### src/rtl/shaper_filter.sv
// shaper_filter: trapezoidal or difference shaping filter with a per-pulse peak detector.
// Latency: 2 clk from an accepted sample to output_valid; peak_valid 1 clk after the ending output.
// Backpressure: none; input_valid gaps stall the pipeline, and a sample on a cfg_load cycle is dropped.
//
// Ports: clk, reset (synchronous, active-high); input_data/input_valid sample stream;
// cfg_load/cfg_k/cfg_l/cfg_mode run-time configuration; threshold signed peak level;
// output_data/output_valid shaped stream; peak_valid/peak_amp/peak_time pulse record;
// cfg_error sticky flag for a rejected configuration.
module shaper_filter #(
  parameter int DATA_W = 12,
  parameter int DEPTH  = 32,
  parameter int K_DEF  = 4,
  parameter int L_DEF  = 8,
  localparam int CW    = $clog2(DEPTH) + 1,
  localparam int OUT_W = DATA_W + CW,
  localparam int TW    = CW + 4
) (
  input  logic                    clk,
  input  logic                    reset,
  input  logic [DATA_W-1:0]       input_data,
  input  logic                    input_valid,
  input  logic                    cfg_load,
  input  logic [CW-1:0]           cfg_k,
  input  logic [CW-1:0]           cfg_l,
  input  logic                    cfg_mode,
  input  logic signed [OUT_W-1:0] threshold,
  output logic signed [OUT_W-1:0] output_data,
  output logic                    output_valid,
  output logic                    peak_valid,
  output logic signed [OUT_W-1:0] peak_amp,
  output logic [TW-1:0]           peak_time,
  output logic                    cfg_error
);
  localparam int AW = CW - 1;
  localparam logic [CW:0] DEPTH_C = (CW+1)'(DEPTH);

  typedef enum logic [1:0] {
    WARMUP = 2'd0,
    BELOW  = 2'd1,
    ABOVE  = 2'd2
  } state_t;

  state_t state;

  // Active configuration
  logic [CW-1:0] k_r;
  logic [CW-1:0] l_r;
  logic          mode_r;
  logic [CW-1:0] kl_sum;

  // Accepted samples since the last clear; freezes at K+L once warm-up ends
  logic [CW-1:0] warm_cnt;

  logic [CW:0] cfg_sum;
  logic        cfg_ok;
  logic        cfg_accept;
  logic        sample_ok;

  assign cfg_sum    = {1'b0, cfg_k} + {1'b0, cfg_l};
  assign cfg_ok     = (cfg_k != '0) && (cfg_k <= cfg_l) && (cfg_sum <= DEPTH_C);
  assign cfg_accept = cfg_load && cfg_ok;
  assign sample_ok  = input_valid && !cfg_load;
  assign kl_sum     = k_r + l_r;

  // ---------------------------------------------------------------------------
  // Delay line
  // ---------------------------------------------------------------------------
  logic [DATA_W-1:0] mem [DEPTH];
  logic [AW-1:0]     wr_ptr;
  logic [AW-1:0]     addr_k;
  logic [AW-1:0]     addr_l;
  logic [AW-1:0]     addr_kl;

  // K+L may equal DEPTH; the address then wraps onto the slot being written,
  // whose pre-write content is exactly x(n-DEPTH).
  assign addr_k  = wr_ptr - k_r[AW-1:0];
  assign addr_l  = wr_ptr - l_r[AW-1:0];
  assign addr_kl = wr_ptr - kl_sum[AW-1:0];

  always_ff @(posedge clk) begin
    if (sample_ok) begin
      mem[wr_ptr] <= input_data;
    end
  end

  // A tap reaching back past the last clear reads as zero, so the memory
  // itself never needs wiping. After warm-up every tap is in range.
  logic signed [OUT_W-1:0] x0;
  logic signed [OUT_W-1:0] xk;
  logic signed [OUT_W-1:0] xl;
  logic signed [OUT_W-1:0] xkl;

  assign x0  = $signed({{CW{1'b0}}, input_data});
  assign xk  = (warm_cnt >= k_r)    ? $signed({{CW{1'b0}}, mem[addr_k]})  : '0;
  assign xl  = (warm_cnt >= l_r)    ? $signed({{CW{1'b0}}, mem[addr_l]})  : '0;
  assign xkl = (warm_cnt >= kl_sum) ? $signed({{CW{1'b0}}, mem[addr_kl]}) : '0;

  // ---------------------------------------------------------------------------
  // Two-stage pipeline: stage 1 holds d(n) and the difference, stage 2 s(n)
  // ---------------------------------------------------------------------------
  logic                    v1;
  logic                    emit1;
  logic signed [OUT_W-1:0] d1;
  logic signed [OUT_W-1:0] diff1;
  logic signed [OUT_W-1:0] acc;
  logic signed [OUT_W-1:0] acc_nxt;

  assign acc_nxt = acc + d1;

  always_ff @(posedge clk) begin
    if (reset || cfg_accept) begin
      wr_ptr       <= '0;
      v1           <= 1'b0;
      emit1        <= 1'b0;
      d1           <= '0;
      diff1        <= '0;
      acc          <= '0;
      output_data  <= '0;
      output_valid <= 1'b0;
    end else begin
      v1           <= sample_ok;
      output_valid <= v1 && emit1;
      if (sample_ok) begin
        wr_ptr <= wr_ptr + 1'b1;
        d1     <= x0 - xk - xl + xkl;
        diff1  <= x0 - xk;
        // Samples accepted during warm-up still feed the accumulator but are not emitted
        emit1  <= (state != WARMUP);
      end
      if (v1) begin
        acc         <= acc_nxt;
        output_data <= mode_r ? diff1 : acc_nxt;
      end
    end
  end

  // ---------------------------------------------------------------------------
  // Configuration, warm-up and peak tracking FSM
  // ---------------------------------------------------------------------------
  logic [TW-1:0]           time_cnt;
  logic [TW-1:0]           time_nxt;
  logic [TW-1:0]           max_idx;
  logic signed [OUT_W-1:0] peak_amp_r;

  assign time_nxt = (time_cnt == '1) ? time_cnt : time_cnt + 1'b1;

  always_ff @(posedge clk) begin
    if (reset) begin
      k_r        <= CW'(K_DEF);
      l_r        <= CW'(L_DEF);
      mode_r     <= 1'b0;
      cfg_error  <= 1'b0;
      state      <= WARMUP;
      warm_cnt   <= '0;
      time_cnt   <= '0;
      max_idx    <= '0;
      peak_amp_r <= '0;
      peak_valid <= 1'b0;
      peak_amp   <= '0;
      peak_time  <= '0;
    end else begin
      peak_valid <= 1'b0;
      if (cfg_accept) begin
        // A pulse in progress is abandoned without a record
        k_r        <= cfg_k;
        l_r        <= cfg_l;
        mode_r     <= cfg_mode;
        cfg_error  <= 1'b0;
        state      <= WARMUP;
        warm_cnt   <= '0;
        time_cnt   <= '0;
        max_idx    <= '0;
        peak_amp_r <= '0;
      end else begin
        if (cfg_load) begin
          cfg_error <= 1'b1;
        end
        case (state)
          WARMUP: begin
            if (sample_ok) begin
              warm_cnt <= warm_cnt + 1'b1;
              if (warm_cnt + 1'b1 == kl_sum) begin
                state <= BELOW;
              end
            end
          end
          BELOW: begin
            if (output_valid && (output_data > threshold)) begin
              state      <= ABOVE;
              peak_amp_r <= output_data;
              time_cnt   <= '0;
              max_idx    <= '0;
            end
          end
          ABOVE: begin
            if (output_valid) begin
              if (output_data > threshold) begin
                time_cnt <= time_nxt;
                // Strictly greater: a repeated maximum keeps the earliest index
                if (output_data > peak_amp_r) begin
                  peak_amp_r <= output_data;
                  max_idx    <= time_nxt;
                end
              end else begin
                peak_valid <= 1'b1;
                peak_amp   <= peak_amp_r;
                peak_time  <= max_idx;
                state      <= BELOW;
              end
            end
          end
          default: state <= WARMUP;
        endcase
      end
    end
  end

endmodule

### config.mk
export PLATFORM = sky130hd
export DESIGN_NAME = shaper_filter
export DESIGN_NICKNAME = d
export VERILOG_FILES = /design/src/rtl/shaper_filter.sv
export SDC_FILE = /design/constraint.sdc
export NUM_CORES = 1
export LEC_CHECK = 0
export ABC_AREA = 1
export CORE_AREA = 5 5 299 301
export CTS_BUF_LIST = sky130_fd_sc_hd__clkbuf_8
export DETAILED_ROUTE_END_ITERATION = 12
export DIE_AREA = 0 0 304 306
export PLACE_DENSITY_LB_ADDON = 0.1
export SLEW_MARGIN = 20
export SYNTH_ARGS = -nofsm -noshare
export SYNTH_HDL_FRONTEND = slang
export SYNTH_SLANG_ARGS = --single-unit
### constraint.sdc
create_clock -name clk -period 12.9 [get_ports clk]
set_input_delay 2.58 -clock clk [delete_from_list [all_inputs] [get_ports clk]]
set_output_delay 2.58 -clock clk [all_outputs]
set_load 0.01 [all_outputs]
==> results of run 1 <==
[through the flow]
step                      utilization  cell area (µm²)  std cells  hold WS, ps  total power [mW]
after global placement          0.420            36300       5404          454              4.34
after detailed placement        0.420            36300       5405          456              4.34
after global routing            0.443            38300       5592          479              6.35
after floorplan                     -            34300       4371          422              3.55
final                           0.443            38300       5592          458              6.01
after CTS                       0.443            38300       5589          463              6.01
[logic make-up (layout without fill, tap and decap cells)]
group,after synthesis,in the layout
compound gates,1476,1476
xor+xnor,50,50
fa+ha+maj,151,151
buf+inv,719,782
flops,548,548
mux,31,31
other cells,0,3
simple gates,1396,1396
[worst register-to-register path, delay by kind of cell (launching register included)]
kind	cells	cell delay, ps
adder cells (fa/ha/maj)	4	2300
buffers and inverters	4	1740
AO/OA/AOI/OAI	9	1690
flip-flops	1	580
AND/OR/NAND/NOR	13	1620
[routing by layer]
layer	global-route usage	wire, µm	part of all wire	vias up
met2	0.404	54600	0.44	1339
li1	-	-	-	15100
met5	0	0	0	-
met3	0.0402	9350	0.075	253
met1	0.369	56500	0.45	14900
met4	0.0838	4270	0.034	0
[synth_stat cells (50+ instances only)]
cell      instances  area, µm²
ha_1            132       1650
edfxtp_1        384      11500
nor2_1          404       1520
a22oi_1          92        691
buf_2            64        320
dfxtp_1         164       3280
clkbuf_1        196        736
nand3_1         120        601
o21a_1           50        375
inv_1           415       1560
o21ai_0         484       2420
nand2_1         799       3000
a21oi_1         647       3240
o211ai_1        100        751
[layout make-up]
type                       instances  area, µm²
fill                            8720      48100
multi-input combinational       3104      16800
sequential                       548      14800
timing repair buffer             177       1600
inverter                         421       1600
clock buffer                     116       1600
tap                             1155       1450
clock inverter                    68        364
antenna                            3       7.51
[flip-flops by register name, indices dropped and copies added, names as in the netlist, 2 cells and up]
register     cells
mem            384
acc             18
d1              18
output_data     18
peak_amp        18
peak_amp_r      18
diff1           13
max_idx         10
peak_time       10
time_cnt        10
k_r              6
l_r              6
warm_cnt         6
wr_ptr           5
state            2
[worst max path at each step]
stage,startpoint,slack (ps),endpoint,depth (start not counted)
detailed placement,wr_ptr[1],4910,d1[16],30
finish,wr_ptr[1],4820,d1[14],30
global route,wr_ptr[1],4200,d1[16],30
CTS,wr_ptr[1],4880,d1[16],30
floorplan,input_data[0],7030,d1[12],21
global placement,wr_ptr[1],4940,d1[14],30
[power by group through the flow]
| stage | registers [mW] | clock network (mW) | logic (mW) |
|---|---|---|---|
| after floorplan | 1.98 | 0 | 1.58 |
| final | 1.95 | 1.66 | 2.40 |
| after detailed placement | 1.99 | 0 | 2.35 |
| after CTS | 1.95 | 1.70 | 2.36 |
| after global placement | 1.99 | 0 | 2.35 |
| after global routing | 1.96 | 1.78 | 2.62 |
==> impl_metrics.csv, run 1 <==
group,metric,value,unit
run_status,status,"complete, no violations",
clock_tree,clkLatencyLatePin,740,ps
floorplanning,core.rowCount,108,
worst_setup_path,crit_family,"adder cells",
timing,finalSetupTns,0,ps
synthesis,synth_area,34300,µm²
synthesis,yosys_warnings,0,
power_and_ir_drop,p_clk_frac,0.276,
final_layout,syn2layout_area_growth,11.6,%
synthesis,synthSimpleGateAreaFrac,0.162,
synthesis,synth_nets,4569,
worst_setup_path,cp_slowest_cell,"fa_4",
timing,clock.fmax,124,MHz
routing,ant_nets,0,
timing,fin_crit,8080,ps
global_routing,grt_overflow,0,
synthesis,synth_top_family_by_area,"compound AO/OA/AOI/OAI gates",
clock_tree,ctsHoldBuffers,0,
worst_setup_path,crit-reg2reg-capture,"d1[14]",
global_routing,grt_use_total,0.258,
power_and_ir_drop,p_switching,2.47,mW
timing,setup_slack,4820,ps
power_and_ir_drop,seqPwrFrac,0.325,
worst_setup_path,cp.arrival,8650,ps
floorplanning,die_h,306,µm
worst_setup_path,crit_required,13470,ps
global_routing,grt_pass1_vias,29800,
synthesis,synth-adder-area-share,0.0593,
final_layout,nets,4554,
placement,place_congestion,0.893,
floorplanning,die_area,93000,µm²
power_and_ir_drop,p_comb_frac,0.399,
hold_path,hold_class,"reg2reg",
hold_path,whs_path_depth,2,
final_layout,final_common_cell,"nand2_1",
power_and_ir_drop,netSwitchingFraction,0.411,
power_and_ir_drop,internal_power,3.54,mW
final_layout,layout_common_cells,"nand2_1, a21oi_1, o21ai_0, inv_1, nor2_1",
worst_setup_path,cp-start-kind,"register",
power_and_ir_drop,powerDensity,157,nW/µm²
routing,drt-pass1-iter-count,6,
synthesis,seq_area_frac_synth,0.432,
clock_tree,clock_sinks,548,
placement,place_ws,4910,ps
floorplanning,dieWidth,304,µm
synthesis,syn_avg_cell_area,7.84,µm²
clock_tree,cts_resized,0,
synthesis,synth_edf_count,384,
placement,io_buffer_count,95,
synthesis,synth_seq_cells,548,
synthesis,ys.flop_type,"edfxtp_1",
timing,finalMaxSlewViolations,0,
timing,fin_crit_sh,0.627,
worst_setup_path,rr_startpoint,"wr_ptr[1]",
timing,tightest_slew,1190,ps
routing,wl,125000,µm
worst_setup_path,rr_worst_depth,30,
floorplanning,fp.coreArea,86300,µm²
floorplanning,ioPinCount,96,
worst_setup_path,endpoint_kind,"register",
clock_tree,clock_path_buffers,3,
routing,wl_per_cell,22.3,µm
clock_tree,cts_root_buf,"clkbuf_8",
power_and_ir_drop,p_leak,15.0,nW
hold_path,hold_start,"peak_time[5]",
synthesis,synthXorXnorAreaFrac,0.0130,
timing,finClkSkew,34.1,ps
synthesis,async_reset_ff_frac,0,
worst_setup_path,r2r_slack,4820,ps
worst_setup_path,crit_buf_inv,4,
synthesis,netlist_instances,4371,
global_routing,grt_pass1_wl,188000,µm
routing,routed_via_density,5.64,
timing,slew_headroom,0.207,
clock_tree,post_cts_buffers,0,
timing,rsz0062_at_grt,"no",
routing,num_vias,31600,
clock_tree,clk_pin_slew,60,ps
global_routing,grt_max_degree,153,
worst_setup_path,cp_max_fo,69,
hold_path,hold_end,"peak_time[5]",
flow_run,maxCapViolCount,0,
floorplanning,start_util,0.397,
worst_setup_path,max_stage_delay,1010,ps
synthesis,synth_compound_area_frac,0.240,
clock_tree,cts_buffers,104,
clock_tree,h-tree-depth,3,
routing,drt_iter0_markers,3327,
timing,setup_viol,0,
worst_setup_path,critical_path_class,"reg2reg",
synthesis,ys_types,49,
worst_setup_path,cp_common_cell,"nand3_1",
clock_tree,cts_tree,"done",
power_and_ir_drop,ir_drop,0.124,mV
synthesis,muxShareOfSynthArea,0.0102,
timing,finalHoldViolations,0,
routing,drc,0,
placement,hpwlAfterDp,77900,µm
final_layout,drive_gt1_frac,0.0683,
global_routing,antenna_found_initial,4,
Note: power is estimated with default switching activity, not from simulation.
==> run 2, diff against run 1 <==
==> constraint.sdc (replaced) <==
create_clock -name clk -period 7.9 [get_ports clk]
set_input_delay 1.58 -clock clk [delete_from_list [all_inputs] [get_ports clk]]
set_output_delay 1.58 -clock clk [all_outputs]
set_load 0.01 [all_outputs]
==> run 2 against run 1 <==
Clock-buffer cell count stayed put. Global-route usage rose by 0.34 points. Worst hold slack better by 1.4 ps. Combinational power increased by 67%. Sequential cell count unchanged. First-iteration DRC count fell by 4.8%. Critical endpoint unchanged. Largest cell class unchanged. Largest power group unchanged.
==> impl_metrics.csv, run 2 (synthesis results as in run 1) <==
group,metric,value,unit
power_and_ir_drop,p_clk_frac,0.274,
placement,place_congestion,0.890,
timing,finalSetupTns,0,ps
worst_setup_path,cp-start-kind,"register",
global_routing,grt_pass1_vias,29600,
routing,drt-pass1-iter-count,6,
timing,finalHoldViolations,0,
timing,finClkSkew,30.1,ps
global_routing,grt_overflow,0,
final_layout,fill_cells,8661,
timing,rsz0062_at_grt,"no",
hold_path,whs_path_depth,2,
final_layout,final_common_cell,"nand2_1",
clock_tree,clock_sinks,548,
final_layout,nets,4568,
timing,fin_crit,7320,ps
floorplanning,core.rowCount,108,
global_routing,antenna_found_initial,4,
worst_setup_path,cp_num_cells,31,
placement,hpwlAfterDp,80100,µm
timing,slew_headroom,0.233,
power_and_ir_drop,netSwitchingFraction,0.411,
timing,setup_viol,0,
routing,drt_iter0_markers,3166,
routing,drc,0,
clock_tree,cts_buffers,105,
clock_tree,clk_pin_slew,60,ps
clock_tree,clock_path_buffers,3,
power_and_ir_drop,p_comb_frac,0.404,
worst_setup_path,cp_max_fo,32,
final_layout,largest-register,"mem",
worst_setup_path,endpoint_kind,"register",
clock_tree,h-tree-depth,3,
timing,clock.fmax,137,MHz
power_and_ir_drop,p_leak,15.1,nW
clock_tree,post_cts_buffers,0,
final_layout,drive_gt1_frac,0.0674,
timing,fin_crit_sh,0.926,
global_routing,grt_use_total,0.262,
worst_setup_path,crit_buf_inv,4,
global_routing,grt_pass1_wl,189000,µm
clock_tree,ctsHoldBuffers,0,
timing,tightest_slew,1150,ps
worst_setup_path,cp.arrival,7900,ps
placement,io_buffer_count,95,
worst_setup_path,rr_worst_depth,31,
clock_tree,cts_resized,0,
floorplanning,ioPinCount,96,
worst_setup_path,critical_path_class,"reg2reg",
worst_setup_path,max_stage_delay,720,ps
clock_tree,clkLatencyLatePin,750,ps
hold_path,hold_class,"reg2reg",
power_and_ir_drop,internal_power,5.83,mW
worst_setup_path,cp_slowest_cell,"fa_4",
power_and_ir_drop,total_power,9.91,mW
final_layout,layout_common_cells,"nand2_1, a21oi_1, o21ai_0, inv_1, nor2_1",
global_routing,grt_max_degree,161,
worst_setup_path,crit_required,8490,ps
timing,finalMaxSlewViolations,0,
routing,routed_via_density,5.63,
floorplanning,start_util,0.397,
routing,wl_per_cell,22.5,µm
clock_tree,cts_tree,"done",
floorplanning,fp.coreArea,86300,µm²
run_status,status,"complete, no violations",
final_layout,syn2layout_area_growth,12.3,%
flow_run,maxCapViolCount,0,
floorplanning,die_h,306,µm
floorplanning,dieWidth,304,µm
power_and_ir_drop,ir_drop,0.257,mV
final_layout,largest_register_ffs,384,
power_and_ir_drop,p_switching,4.08,mW
worst_setup_path,crit_family,"adder cells",
routing,ant_nets,0,
power_and_ir_drop,seqPwrFrac,0.322,
worst_setup_path,cp_common_cell,"nand2_1",
floorplanning,die_area,93000,µm²
power_and_ir_drop,powerDensity,257,nW/µm²
routing,wl,126000,µm
clock_tree,cts_root_buf,"clkbuf_8",
routing,num_vias,31600,
[run 2: changes by cell type in the layout (fill, tap and decap cells not counted), moves of 3 or more]
cell | before | now
buf_12 | 2 | 16
clkinv_1 | 13 | 16
clkinv_2 | 15 | 9
inv_1 | 448 | 456
nor2_1 | 393 | 402
nor2_2 | 12 | 4
[run 2: layout make-up]
| cell class | count | area (µm²) | share of cell area |
|---|---|---|---|
| multi-input cells | 3104 | 16800 | 0.437 |
| flip-flops and latches | 548 | 14800 | 0.385 |
| repair buffers | 190 | 1860 | 0.0484 |
| inverters | 421 | 1600 | 0.0415 |
| clock buffers | 116 | 1600 | 0.0415 |
| well taps | 1155 | 1450 | 0.0375 |
| clock inverters | 72 | 368 | 0.00955 |
| diodes | 3 | 7.51 | 0.000195 |
[run 2: routing by layer]
metal	vias up	track usage	routed length, µm
met3	233	0.0461	10500
met1	14900	0.376	57200
met2	1392	0.399	53900
met4	0	0.0937	4480
met5	-	0	0
li1	15100	-	-
[run 2: final timing paths]
kind | from | to | slack (ps)
hold reg to reg | peak_amp[0] | peak_amp[0] | 460
hold / removal | peak_amp[0] | peak_amp[0] | 460
setup / recovery | wr_ptr[1] | d1[14] | 580
setup reg to reg | wr_ptr[1] | d1[14] | 580
[run 2: power by group through the flow]
| stage | sequential [mW] | clock [mW] | combinational [mW] |
|---|---|---|---|
| 3_5_place_dp | 3.25 | 0 | 3.91 |
| 4_1_cts | 3.19 | 2.78 | 3.93 |
| 6_report | 3.19 | 2.72 | 4.00 |
| 3_3_place_gp | 3.25 | 0 | 3.92 |
| 2_1_floorplan | 3.23 | 0 | 2.57 |
| 5_1_grt | 3.20 | 2.92 | 4.38 |
[run 2: worst min-delay path, stage by stage (launching register included)]
cell	delay, ps
dfxtp_1	300
nand2_1	60
a21oi_1	50
[run 2: metrics by stage]
step	utilization	cell area, µm²	hold WS (ps)	std cells	setup WS, ps
floorplan	-	34300	422	4371	2220
global placement	0.423	36500	450	5418	787
detailed placement	0.423	36500	455	5418	726
CTS	0.446	38500	462	5606	717
global route	0.446	38500	480	5608	32.0
finish	0.446	38500	460	5609	582
